## src/rtl/router_pkg.sv

```systemverilog
// Shared parameters and width helpers for the router output synchroniser.
// The header address field starts at bit 0 of the header byte.
package router_pkg;

    localparam int unsigned NUM_CH_DEF   = 3;
    localparam int unsigned TIMEOUT_DEF  = 30;
    localparam int unsigned HDR_ADDR_LSB = 0;

    // A single-channel router still needs one address bit to flag bad headers.
    function automatic int unsigned addr_w(input int unsigned num_ch);
        return (num_ch <= 2) ? 1 : $clog2(num_ch);
    endfunction

    function automatic int unsigned cnt_w(input int unsigned timeout);
        return (timeout <= 2) ? 1 : $clog2(timeout);
    endfunction

    localparam int unsigned ADDR_W_DEF = addr_w(NUM_CH_DEF);

endpackage

```

## src/rtl/router_sync_gen_if.sv

```systemverilog
// Handshake bundle between the router FSM / output FIFOs and the synchroniser.
// master = FSM and FIFO side, slave = synchroniser.
interface router_sync_gen_if
    import router_pkg::*;
#(
    parameter  int unsigned NUM_CH = NUM_CH_DEF,
    localparam int unsigned ADDR_W = addr_w(NUM_CH)
) ();

    logic              detect_add;
    logic [ADDR_W-1:0] data_in;
    logic              write_enb_reg;
    logic [NUM_CH-1:0] read_enb;
    logic [NUM_CH-1:0] empty;
    logic [NUM_CH-1:0] full;
    logic [NUM_CH-1:0] write_enb;
    logic              fifo_full;
    logic [NUM_CH-1:0] vld_out;
    logic [NUM_CH-1:0] soft_reset;
    logic              addr_invalid;

    modport master (
        output detect_add,
        output data_in,
        output write_enb_reg,
        output read_enb,
        output empty,
        output full,
        input  write_enb,
        input  fifo_full,
        input  vld_out,
        input  soft_reset,
        input  addr_invalid
    );

    modport slave (
        input  detect_add,
        input  data_in,
        input  write_enb_reg,
        input  read_enb,
        input  empty,
        input  full,
        output write_enb,
        output fifo_full,
        output vld_out,
        output soft_reset,
        output addr_invalid
    );

endinterface

```

## src/rtl/router_sync_timer.sv

```systemverilog
// One-channel stall timer: pulses soft_reset for one cycle after TIMEOUT
// consecutive edges of valid data that the consumer did not read.
module router_sync_timer
    import router_pkg::*;
#(
    parameter  int unsigned TIMEOUT = TIMEOUT_DEF,
    localparam int unsigned CNT_W   = cnt_w(TIMEOUT)
) (
    input  logic clock,
    input  logic resetn,
    input  logic vld,
    input  logic read_enb,
    output logic soft_reset
);

    localparam logic [CNT_W-1:0] CNT_LAST = CNT_W'(TIMEOUT - 1);

    logic [CNT_W-1:0] cnt_q, cnt_d;
    logic             pulse_q, pulse_d;

    always_comb begin
        cnt_d   = cnt_q;
        pulse_d = 1'b0;
        // A read on the terminal edge takes priority over the flush.
        if (!vld || read_enb) begin
            cnt_d = '0;
        end else if (cnt_q == CNT_LAST) begin
            cnt_d   = '0;
            pulse_d = 1'b1;
        end else begin
            cnt_d = cnt_q + 1'b1;
        end
    end

    always_ff @(posedge clock or negedge resetn) begin
        if (!resetn) begin
            cnt_q   <= '0;
            pulse_q <= 1'b0;
        end else begin
            cnt_q   <= cnt_d;
            pulse_q <= pulse_d;
        end
    end

    assign soft_reset = pulse_q;

endmodule

```

## src/rtl/router_sync_gen.sv

```systemverilog
// Router synchroniser: latches the header address, steers FSM writes to the
// addressed FIFO, reports its full flag and flushes channels left unread.
module router_sync_gen
    import router_pkg::*;
#(
    parameter  int unsigned NUM_CH  = NUM_CH_DEF,
    parameter  int unsigned TIMEOUT = TIMEOUT_DEF,
    localparam int unsigned ADDR_W  = addr_w(NUM_CH)
) (
    input  logic              clock,
    input  logic              resetn,
    router_sync_gen_if.slave  bus
);

    logic [ADDR_W-1:0] addr_q, addr_d;
    logic              addr_invalid;
    logic [NUM_CH-1:0] write_enb;
    logic              fifo_full;
    logic [NUM_CH-1:0] vld;
    logic [NUM_CH-1:0] soft_reset;

    always_comb begin
        addr_d = addr_q;
        if (bus.detect_add) begin
            addr_d = bus.data_in[HDR_ADDR_LSB +: ADDR_W];
        end
    end

    always_ff @(posedge clock or negedge resetn) begin
        if (!resetn) begin
            addr_q <= '0;
        end else begin
            addr_q <= addr_d;
        end
    end

    // Extra MSB keeps the compare meaningful when NUM_CH is a power of two.
    always_comb begin
        addr_invalid = ({1'b0, addr_q} >= (ADDR_W + 1)'(NUM_CH));
    end

    // Steering uses the registered address, so a header arriving alongside a
    // write still routes that write to the previous channel.
    always_comb begin
        write_enb = '0;
        fifo_full = 1'b0;
        for (int i = 0; i < NUM_CH; i++) begin
            if (addr_q == ADDR_W'(i)) begin
                write_enb[i] = bus.write_enb_reg & ~addr_invalid;
                fifo_full    = bus.full[i] & ~addr_invalid;
            end
        end
    end

    always_comb begin
        vld = ~bus.empty;
    end

    for (genvar g = 0; g < NUM_CH; g++) begin : g_timer
        router_sync_timer #(
            .TIMEOUT (TIMEOUT)
        ) u_timer (
            .clock      (clock),
            .resetn     (resetn),
            .vld        (vld[g]),
            .read_enb   (bus.read_enb[g]),
            .soft_reset (soft_reset[g])
        );
    end

    assign bus.write_enb    = write_enb;
    assign bus.fifo_full    = fifo_full;
    assign bus.vld_out      = vld;
    assign bus.soft_reset   = soft_reset;
    assign bus.addr_invalid = addr_invalid;

endmodule

```

## src/flat_wrapper.sv

```systemverilog
// flat-port wrapper written by rule: the top's interface ports become plain ports
module router_sync_gen_flat import router_pkg::*;
#(
    parameter  int unsigned NUM_CH  = NUM_CH_DEF,
    parameter  int unsigned TIMEOUT = TIMEOUT_DEF,
    localparam int unsigned ADDR_W  = addr_w(NUM_CH)
)
  (clock, resetn, bus_detect_add, bus_data_in, bus_write_enb_reg, bus_read_enb, bus_empty, bus_full, bus_write_enb, bus_fifo_full, bus_vld_out, bus_soft_reset, bus_addr_invalid);
  router_sync_gen_if #(.NUM_CH(NUM_CH)) bus_i ();
  input  logic clock;
  input  logic resetn;
  input wire logic [$bits(bus_i.detect_add)-1:0] bus_detect_add;
  input wire logic [$bits(bus_i.data_in)-1:0] bus_data_in;
  input wire logic [$bits(bus_i.write_enb_reg)-1:0] bus_write_enb_reg;
  input wire logic [$bits(bus_i.read_enb)-1:0] bus_read_enb;
  input wire logic [$bits(bus_i.empty)-1:0] bus_empty;
  input wire logic [$bits(bus_i.full)-1:0] bus_full;
  output wire logic [$bits(bus_i.write_enb)-1:0] bus_write_enb;
  output wire logic [$bits(bus_i.fifo_full)-1:0] bus_fifo_full;
  output wire logic [$bits(bus_i.vld_out)-1:0] bus_vld_out;
  output wire logic [$bits(bus_i.soft_reset)-1:0] bus_soft_reset;
  output wire logic [$bits(bus_i.addr_invalid)-1:0] bus_addr_invalid;
  assign bus_i.detect_add = bus_detect_add;
  assign bus_i.data_in = bus_data_in;
  assign bus_i.write_enb_reg = bus_write_enb_reg;
  assign bus_i.read_enb = bus_read_enb;
  assign bus_i.empty = bus_empty;
  assign bus_i.full = bus_full;
  assign bus_write_enb = bus_i.write_enb;
  assign bus_fifo_full = bus_i.fifo_full;
  assign bus_vld_out = bus_i.vld_out;
  assign bus_soft_reset = bus_i.soft_reset;
  assign bus_addr_invalid = bus_i.addr_invalid;
  router_sync_gen #(.NUM_CH(NUM_CH), .TIMEOUT(TIMEOUT)) u_core (.clock(clock), .resetn(resetn), .bus(bus_i));
endmodule
```

## config.mk

```make
export PLATFORM = sky130hd
export DESIGN_NAME = router_sync_gen_flat
export DESIGN_NICKNAME = d
export VERILOG_FILES = /design/src/rtl/router_pkg.sv /design/src/rtl/router_sync_gen_if.sv /design/src/rtl/router_sync_timer.sv /design/src/rtl/router_sync_gen.sv /design/src/flat_wrapper.sv
export SDC_FILE = /design/constraint.sdc
export NUM_CORES = 1
export LEC_CHECK = 0
export BUFFER_PORTS_ARGS = -buffer_cell sky130_fd_sc_hd__buf_2
export CORE_UTILIZATION = 30
export CTS_BUF_LIST = sky130_fd_sc_hd__clkbuf_2 sky130_fd_sc_hd__clkbuf_4 sky130_fd_sc_hd__clkbuf_8
export DETAILED_ROUTE_END_ITERATION = 16
export PLACE_DENSITY_LB_ADDON = 0.05
export SYNTH_ARGS = -nofsm -noshare
export SYNTH_HDL_FRONTEND = slang
export SYNTH_SLANG_ARGS = --single-unit
```

## constraint.sdc

```tcl
create_clock -name clock -period 2.7 [get_ports clock]
set_input_delay 0 -clock clock [delete_from_list [all_inputs] [get_ports clock]]
set_output_delay 0 -clock clock [all_outputs]
set_load 0.01 [all_outputs]
```

==> results.toml, run 1 <==
[status]
status = "complete, but fails checks"
violations = "design-rule violations"

[setup_path]
r2r_start = "u_core.g_timer[2].u_timer.cnt_q[1]"
critPathLaunch = "u_core.g_timer[2].u_timer.cnt_q[1]"
cp_cell_sequence = "inv_1, ha_1, nand4_1, nor3_1, dlygate4sd3_1"
crit_required_ps = 2940
cpPeakStageDelay_ps = 570
reg2regPathDepth = 5
startpoint_type = "flop"
cp_max_fo = 3
crit_slowest_cell = "dlygate4sd3_1"
end_kind = "flop"
r2r_slack_ps = 1200
criticalPathCategory = "flop to flop"
endpoint = "u_core.g_timer[2].u_timer.soft_reset"
reg2reg_to = "u_core.g_timer[2].u_timer.soft_reset"
arrival_ps = 1740

[clock_tree]
post-cts-setup-buffers = 0
clockRootBuffer = "clkbuf_4"
clock_latency_ps = 290
path_clk_slew_ps = 110
h-tree-depth = 1
clock_path_buffers = 2
cts_buffers = 3
clock_sinks = 20
cts_tree = "done"

[synthesis]
syn_area_sq_um = 939.7
yosys_most_used_dff = "dfrtp_1"
synth-seq-cells = 20
synth.area.top_cells = "dfrtp_1 53%, ha_1 8.0%, nor2_1 7.6%"
syn_nets = 111
synth_top_area_share_pct = 53.26
ys_seq_area_share_pct = 53.26
yosysTopAreaCell = "dfrtp_1"
synth.distinct_cells = 18
yosys_warnings = 0
syn_inst = 90
synth-edff-count = 0
async_reset_ff_share_pct = 100.0
avgSynthCellArea_sq_um = 10.44

[global_routing]
grt_pass1_vias = 718
grt_max_degree = 21
grt_usage_pct = 11.62
antenna_found_initial = 0
grt_pass1_wl_mm = 2.877
grt-ovfl-total = 0

[hold_path]
min_path_type = "primary input to flop"

[finish]
area_delta_synth_final_pct = 28.23
final_nets = 146
post-route-util_pct = 42.24
drive_gt1_share_pct = 25.00
num_antenna_cells = 0

[floorplanning]
die_y_microns = 57.97
pin_count = 26
dieArea_sq_um = 3360
rows = 19
design.core.area_sq_um = 2853
die_x_microns = 57.97
start_util_pct = 32.94

[sta]
fin_skew_ps = 0.7451
period_share_pct = 55.70
setup-violations-final = 0
final_hold_viol_count = 0
final-max-slew-violation-count = 0
worst_pin_slew_ps = 451.9
fmax_mhz = 665.0
max_slew_margin_pct = 69.88
finalCriticalPeriod_ps = 1504
setup-tns-final_ps = 0
rsz0062_at_grt = "false"

[drt]
vias_per_cell = 4.458
ant_nets = 0
routed_wl_mm = 1.634
drc = 2
wl_per_cell_microns = 10.54
routed-via-count = 691
initialDrtViolationCount = 21
drt_first_pass_iters = 9

[power]
p_leak_nw = 0.6190
powerDensity_nw_per_um2 = 456.0
ir_drop_v = 0.0001977

[run]
maxCapViolCount = 0

[place]
place_congestion = 0.7801
port_buffers = 25
dp_hpwl_mm = 1.099
[where the power goes]
group	leakage, nW	total, mW	internal, mW	switching [mW]
clock	0.0210	0.170	0.0822	0.0879
sequential	0.272	0.316	0.306	0.00901
combinational	0.326	0.0638	0.0344	0.0294
total	0.619	0.549	0.423	0.126
[worst min path at each step]
stage	start	end	slack, ps	cells after the start
2_1_floorplan	resetn	u_core.addr_q[0]	-300	0
3_3_place_gp	resetn	u_core.g_timer[2].u_timer.soft_reset	-9	1
3_5_place_dp	resetn	u_core.g_timer[0].u_timer.soft_reset	-10	1
4_1_cts	bus_empty[2]	u_core.g_timer[2].u_timer.cnt_q[1]	60	4
5_1_grt	bus_empty[2]	u_core.g_timer[2].u_timer.cnt_q[1]	90	4
6_report	bus_empty[2]	u_core.g_timer[2].u_timer.cnt_q[1]	70	4
[logic make-up after synthesis]
logic type | after synthesis | share of synthesized area [%]
xor+xnor | 9 | 8.389
buf+inv | 12 | 7.190
compound gates | 1 | 0.5321
mux | 3 | 3.462
simple gates | 39 | 19.18
flops | 20 | 53.26
fa+ha+maj | 6 | 7.989
[metrics by stage]
stage / hold slack, ps / setup slack [ps] / std cells / instance area, sq um / power [mW]
after global placement: -8.574 / 1644 / 140 / 1059 / 0.3759
after global routing: 89.51 / 1030 / 155 / 1205 / 0.5861
final: 71.20 / 1196 / 155 / 1205 / 0.5494
after detailed placement: -13.95 / 1638 / 140 / 1059 / 0.3758
after floorplan: -295.6 / 1699 / 90 / 939.7 / 0.3481
after CTS: 58.76 / 1224 / 155 / 1205 / 0.5653
[synthesized netlist by cell type, types with 2 or more instances]
cell type  instances
nand2_1            4
inv_1              6
nor2_1            19
nor3_1             3
xor2_1             6
nand4_1            3
buf_4              6
ha_1               6
xnor2_1            3
mux2_2             2
nand3_1            6
dfrtp_1           20
[placed cells by master (no fill, tap or decap), drive strengths merged, types with 2 or more instances in the layout]
cell | synthesis | final
nor2 | 19 | 19
mux2 | 2 | 2
inv | 6 | 6
nand4 | 3 | 3
xnor2 | 3 | 3
ha | 6 | 6
nor3 | 3 | 3
dfrtp | 20 | 20
buf | 6 | 25
xor2 | 6 | 6
nand3 | 6 | 6
clkbuf | 0 | 4
dlygate4sd3 | 0 | 11
nand2 | 4 | 4
[flip-flops by register name, indices dropped and copies added (netlist names)]
name and count:
u_core.addr_q 2, u_core.g_timer.u_timer.cnt_q 15, u_core.g_timer.u_timer.soft_reset 3
[layer usage]
| metal | share of wire, % | wire length, microns | global-route usage, % |
|---|---|---|---|
| met5 | 0 | 0 | 0 |
| met2 | 51 | 831 | 21.51 |
| met4 | 1.0 | 17 | 5.102 |
| met3 | 5.0 | 82 | 4.241 |
| met1 | 43 | 703 | 11.52 |
[final cells by class]
cell class | instances | area, sq um
timing repair buffer | 36 | 235.2
sequential | 20 | 500.5
inverter | 6 | 22.52
clock buffer | 4 | 36.28
multi-input combinational | 58 | 371.6
tap | 31 | 38.79
fill | 309 | 1648
[timing repair]
| item | in CTS | in global routing |
|---|---|---|
| endpoints found under the hold margin | 25 | 0 |
| resized for setup | 0 | 0 |
| setup endpoints to repair | 0 | 0 |
| hold buffers | 11 | 0 |
[critical path, delay by kind of cell (launching register included)]
| kind | cells | cell delay [ps] |
|---|---|---|
| AND/OR/NAND/NOR | 2 | 270 |
| adder cells (fa/ha/maj) | 1 | 130 |
| buffers and inverters | 2 | 640 |
| flip-flops | 1 | 420 |
(Power assumes the default switching activity.)
==> run 2, diff against run 1 <==
==> constraint.sdc (replaced) <==
create_clock -name clock -period 1.4 [get_ports clock]
set_input_delay 0 -clock clock [delete_from_list [all_inputs] [get_ports clock]]
set_output_delay 0 -clock clock [all_outputs]
set_load 0.01 [all_outputs]
==> run 2 against run 1 <==
Compared with the run above:
- the run still ends with design-rule violations left
- sequential power grew 92%
- clock power grew 95%
- die area is the same
- global-route usage grew 0.19 points
- wire length grew 2.6%
- critical endpoint is now u_core.addr_q[0]
- largest cell class unchanged
- largest power group unchanged
==> results.toml, run 2 (synthesized netlist as in run 1, its figures left out) <==
[status]
status = "complete, but fails checks"
violations = "design-rule violations"

[drt]
initialDrtViolationCount = 26
routed-via-count = 691
wl_per_cell_microns = 10.74
drt_first_pass_iters = 10
ant_nets = 0
vias_per_cell = 4.429
routed_wl_mm = 1.676
drc = 2

[setup_path]
crit_buf_inv = 1
r2r_start = "u_core.addr_q[0]"
cp_num_cells = 2
crit_slowest_cell = "dlygate4sd3_1"
crit_required_ps = 1590
cpPeakStageDelay_ps = 550
cp_max_fo = 2
arrival_ps = 1520
cp_cell_sequence = "mux2_2, dlygate4sd3_1"
startpoint_type = "flop"
criticalPathCategory = "flop to flop"
reg2regPathDepth = 2
critPathLaunch = "u_core.addr_q[0]"
end_kind = "flop"
crit_family = "buffers and inverters"

[sta]
period_share_pct = 94.67
fin_ws_ps = 74.58
setup-tns-final_ps = 0
hold_slack_ps = 166.9
worst_pin_slew_ps = 455.5
setup-violations-final = 0
final-max-slew-violation-count = 0
finalCriticalPeriod_ps = 1325
final_hold_viol_count = 0
fmax_mhz = 754.5
rsz0062_at_grt = "false"
max_slew_margin_pct = 69.63
fin_skew_ps = 2.999

[power]
powerDensity_nw_per_um2 = 884.3
p_leak_nw = 0.6144
ir_drop_v = 0.0003807

[finish]
num_antenna_cells = 0
drive_gt1_share_pct = 26.40
largest_reg_flops = 15
post-route-util_pct = 42.54
area_delta_synth_final_pct = 29.16
final_common_cell = "buf_2"
final_cell_mix = "25 x buf_2, 19 x nor2_1, 19 x dfrtp_1"
regMostFlops = "u_core.g_timer.u_timer.cnt_q"
final_nets = 147
fillCellCount = 305

[global_routing]
grt_max_degree = 21
grt_usage_pct = 11.81
antenna_found_initial = 0
grt_pass1_wl_mm = 2.925
grt-ovfl-total = 0
grt_pass1_vias = 726

[place]
dp_hpwl_mm = 1.099
pre_cts_slack_ps = 338.4
port_buffers = 25
place_congestion = 0.7801

[clock_tree]
clock_latency_ps = 300
h-tree-depth = 1
clock_sinks = 20
cts_tree = "done"
cts_buffers = 3
clockRootBuffer = "clkbuf_4"
clock_path_buffers = 2
path_clk_slew_ps = 110

[floorplanning]
dieArea_sq_um = 3360
die_y_microns = 57.97
start_util_pct = 32.94
design.core.area_sq_um = 2853
pin_count = 26
die_x_microns = 57.97
rows = 19

[run]
maxCapViolCount = 0

[hold_path]
min_path_type = "primary input to async pin"
[run 2: where the power goes]
part           leakage [nW]  switching, mW  total, mW  internal, mW
clock                0.0210          0.172      0.331         0.158
sequential            0.271         0.0147      0.606         0.592
combinational         0.323         0.0625      0.136        0.0737
[run 2: area by class of cell]
cell class                      count  area, sq um  area share, %
Sequential cell                    20        501.7          41.34
Tap cell                           31        38.79          3.196
Inverter                            6        22.52          1.856
Timing Repair Buffer               37        242.7          20.00
Multi-Input combinational cell     58        371.6          30.62
Clock buffer                        4        36.28          2.990
[run 2: final timing paths]
path / to / slack [ps]
hold reg to reg: u_core.g_timer[1].u_timer.cnt_q[0] / 510
hold / removal: u_core.g_timer[0].u_timer.soft_reset / 170
min in group clock: bus_write_enb[2] / 320
setup reg to reg: u_core.addr_q[0] / 70
setup / recovery: u_core.addr_q[0] / 70
max in group asynchronous: u_core.addr_q[0] / 900
[run 2: timing repair]
item	in CTS	in global routing
endpoints found under the setup margin	0	1
resized for setup	0	1
buffers inserted	0	1
hold buffers	11	0
endpoints found under the hold margin	25	0
[run 2: worst reg2reg max path: cells and delay by family (launching register included)]
family,cells,cell delay (ps)
buffers and inverters,1,550
DFF,1,420
muxes,1,250
[run 2: metrics by stage]
| step | total power [mW] | cell area, sq um | cells |
|---|---|---|---|
| 2_1_floorplan | 0.6713 | 939.7 | 90 |
| 6_report | 1.073 | 1214 | 156 |
| 5_1_grt | 1.142 | 1214 | 156 |
| 3_3_place_gp | 0.7249 | 1059 | 140 |
| 4_1_cts | 1.095 | 1205 | 155 |
| 3_5_place_dp | 0.7248 | 1059 | 140 |
[run 2: routing by layer]
layer	wire, microns	GRT usage, %
met2	850	21.84
met3	72	4.018
met4	17	5.102
met5	0	0
met1	734	11.95
==> run 3, diff against run 2 <==
--- a/config.mk
+++ b/config.mk
@@ -6,8 +6,10 @@
 export NUM_CORES = 1
 export LEC_CHECK = 0
 export BUFFER_PORTS_ARGS = -buffer_cell sky130_fd_sc_hd__buf_2
+export CORE_ASPECT_RATIO = 0.5
 export CORE_UTILIZATION = 30
 export CTS_BUF_LIST = sky130_fd_sc_hd__clkbuf_2 sky130_fd_sc_hd__clkbuf_4 sky130_fd_sc_hd__clkbuf_8
+export CTS_CLUSTER_SIZE = 10
 export DETAILED_ROUTE_END_ITERATION = 16
 export PLACE_DENSITY_LB_ADDON = 0.05
 export SYNTH_ARGS = -nofsm -noshare
==> run 3 against run 2 <==
Compared with the run above:
- the run now ends clean
- register-to-register slack better by 260 ps
- via count is 3.0% lower
- worst setup slack better by 220 ps
- fmax is 20% higher
- final area is 1.3% lower
- first-iteration DRC count is 19% lower
- clock-buffer cell count is 1 lower
- power is 2.2% higher
- hold slack worse by 150 ps
- global-route usage is 1.4 points lower
- clock power is 11% higher
- cell count is 1.3% higher
==> results.toml, run 3 (synthesized netlist as in run 1, its figures left out) <==
[status]
status = "completed"

[floorplanning]
rows = 13
start_util_pct = 33.78
die_x_microns = 81.15
design.core.area_sq_um = 2781
die_y_microns = 41.58
pin_count = 26
dieArea_sq_um = 3374

[global_routing]
grt_usage_pct = 10.44
antenna_found_initial = 0
grt_max_degree = 21
grt_pass1_wl_mm = 2.615
grt_pass1_vias = 644
grt-ovfl-total = 0

[setup_path]
arrival_ps = 1100
cp_max_fo = 7
crit_required_ps = 1400
endpoint = "bus_fifo_full"
reg2reg_to = "u_core.g_timer[0].u_timer.cnt_q[4]"
startpoint_type = "flop"
r2r_start = "u_core.g_timer[0].u_timer.cnt_q[0]"
reg2regPathDepth = 4
criticalPathCategory = "flop to primary output"
end_kind = "primary output"
critPathLaunch = "u_core.addr_q[1]"
r2r_slack_ps = 330

[finish]
final_nets = 144
num_antenna_cells = 0
area_delta_synth_final_pct = 27.43
seq_area_sq_um = 500.5
largest_reg_flops = 15
post-route-util_pct = 43.05
multi_input_area_sq_um = 371.6
drive_gt1_share_pct = 24.79
regMostFlops = "u_core.g_timer.u_timer.cnt_q"
final_cell_mix = "25 x buf_2, 20 x dfrtp_1, 19 x nor2_1"
fillCellCount = 272
final_common_cell = "buf_2"

[drt]
routed_wl_mm = 1.570
ant_nets = 0
routed-via-count = 670
wl_per_cell_microns = 9.937
drc = 0
initialDrtViolationCount = 21
drt_first_pass_iters = 2
vias_per_cell = 4.241

[power]
p_sw_share_pct = 22.74
power_frac_seq_pct = 55.5
power_switching_uw = 249.3
clkPwrFrac_pct = 33.5
powerDensity_nw_per_um2 = 915.8
p_comb_share_pct = 11.1
power.internal_uw = 847.3
ir_drop_v = 0.0003692
p_leak_nw = 0.6028

[clock_tree]
cts_buffers = 3
cts_tree = "done"
cts.repair.resized = 0
clock_latency_ps = 250
clock_sinks = 20
clock_path_buffers = 2
clockRootBuffer = "clkbuf_8"
path_clk_slew_ps = 70
h-tree-depth = 1

[sta]
fin_skew_ps = 4.847
finalCriticalPeriod_ps = 1105
final-max-slew-violation-count = 0
setup-tns-final_ps = 0
worst_pin_slew_ps = 453.2
rsz0062_at_grt = "false"
setup-violations-final = 0
fmax_mhz = 905.1
final_hold_viol_count = 0
max_slew_margin_pct = 69.78
period_share_pct = 78.92

[run]
maxCapViolCount = 0

[hold_path]
min_path_type = "primary input to flop"

[place]
dp_hpwl_mm = 1.165
port_buffers = 25
place_congestion = 0.7644
-- run 3: cell count changes in the layout (fill, tap and decap cells not counted) --
cell           previous run  this run
buf_4                     1         0
dfrtp_1                  19        20
dlygate4sd3_1            11         9
dfrtp_2                   1         0
clkbuf_8                  1         3
clkbuf_4                  3         0
-- run 3: through the flow --
step / area [sq um] / worst slack (ps) / hold WS (ps) / total power, mW / instances
6_report: 1197 / 295.1 / 17.38 / 1.097 / 158
5_1_grt: 1197 / 225.2 / 8.201 / 1.169 / 158
4_1_cts: 1197 / 275.6 / 5.107 / 1.127 / 158
3_5_place_dp: 1066 / 337.4 / -16.21 / 0.7243 / 146
3_3_place_gp: 1066 / 373.4 / -37.95 / 0.7198 / 146
2_1_floorplan: 939.7 / 398.8 / -295.6 / 0.6713 / 90
-- run 3: how the worst min path moves through the flow --
stage               slack (ps)                                 end  cells after the start           start
finish                      20                    u_core.addr_q[1]                      2  bus_detect_add
global route                 8                    u_core.addr_q[1]                      2  bus_detect_add
CTS                          5                    u_core.addr_q[1]                      2  bus_detect_add
detailed placement         -20  u_core.g_timer[2].u_timer.cnt_q[3]                      1          resetn
global placement           -40  u_core.g_timer[2].u_timer.cnt_q[3]                      1          resetn
floorplan                 -300                    u_core.addr_q[0]                      0          resetn
-- run 3: what timing repair did --
action / 4_1_cts / 5_1_grt
buffers inserted: 0 / 0
hold buffers: 9 / 0
hold endpoints to repair: 25 / 0
-- run 3: power groups by stage --
stage	registers (mW)	logic (mW)	clock network, mW
global route	0.610	0.140	0.419
global placement	0.618	0.102	0
CTS	0.608	0.125	0.394
detailed placement	0.619	0.105	0
finish	0.608	0.122	0.367
floorplan	0.616	0.0552	0
-- run 3: per-layer routing --
| layer | track usage (%) | vias to the layer above | routed length (microns) |
|---|---|---|---|
| li1 | - | 350 | - |
| met1 | 12.53 | 299 | 785 |
| met2 | 16.47 | 21 | 664 |
| met3 | 5.495 | 0 | 121 |
| met4 | 2.500 | 0 | 0 |
| met5 | 0 | - | 0 |
-- run 3: worst max-delay path: stages, from the launching register on --
cell and delay (ps):
dfrtp_1 440, mux2i_1 210, o21ai_1 70, buf_2 140
-- run 3: cell type report --
type	instances	share of cell area (%)
well taps	37	3.866
multi-input cells	58	31.03
repair buffers	34	17.97
inverters	6	1.881
flip-flops and latches	20	41.80
clock buffers	3	3.448
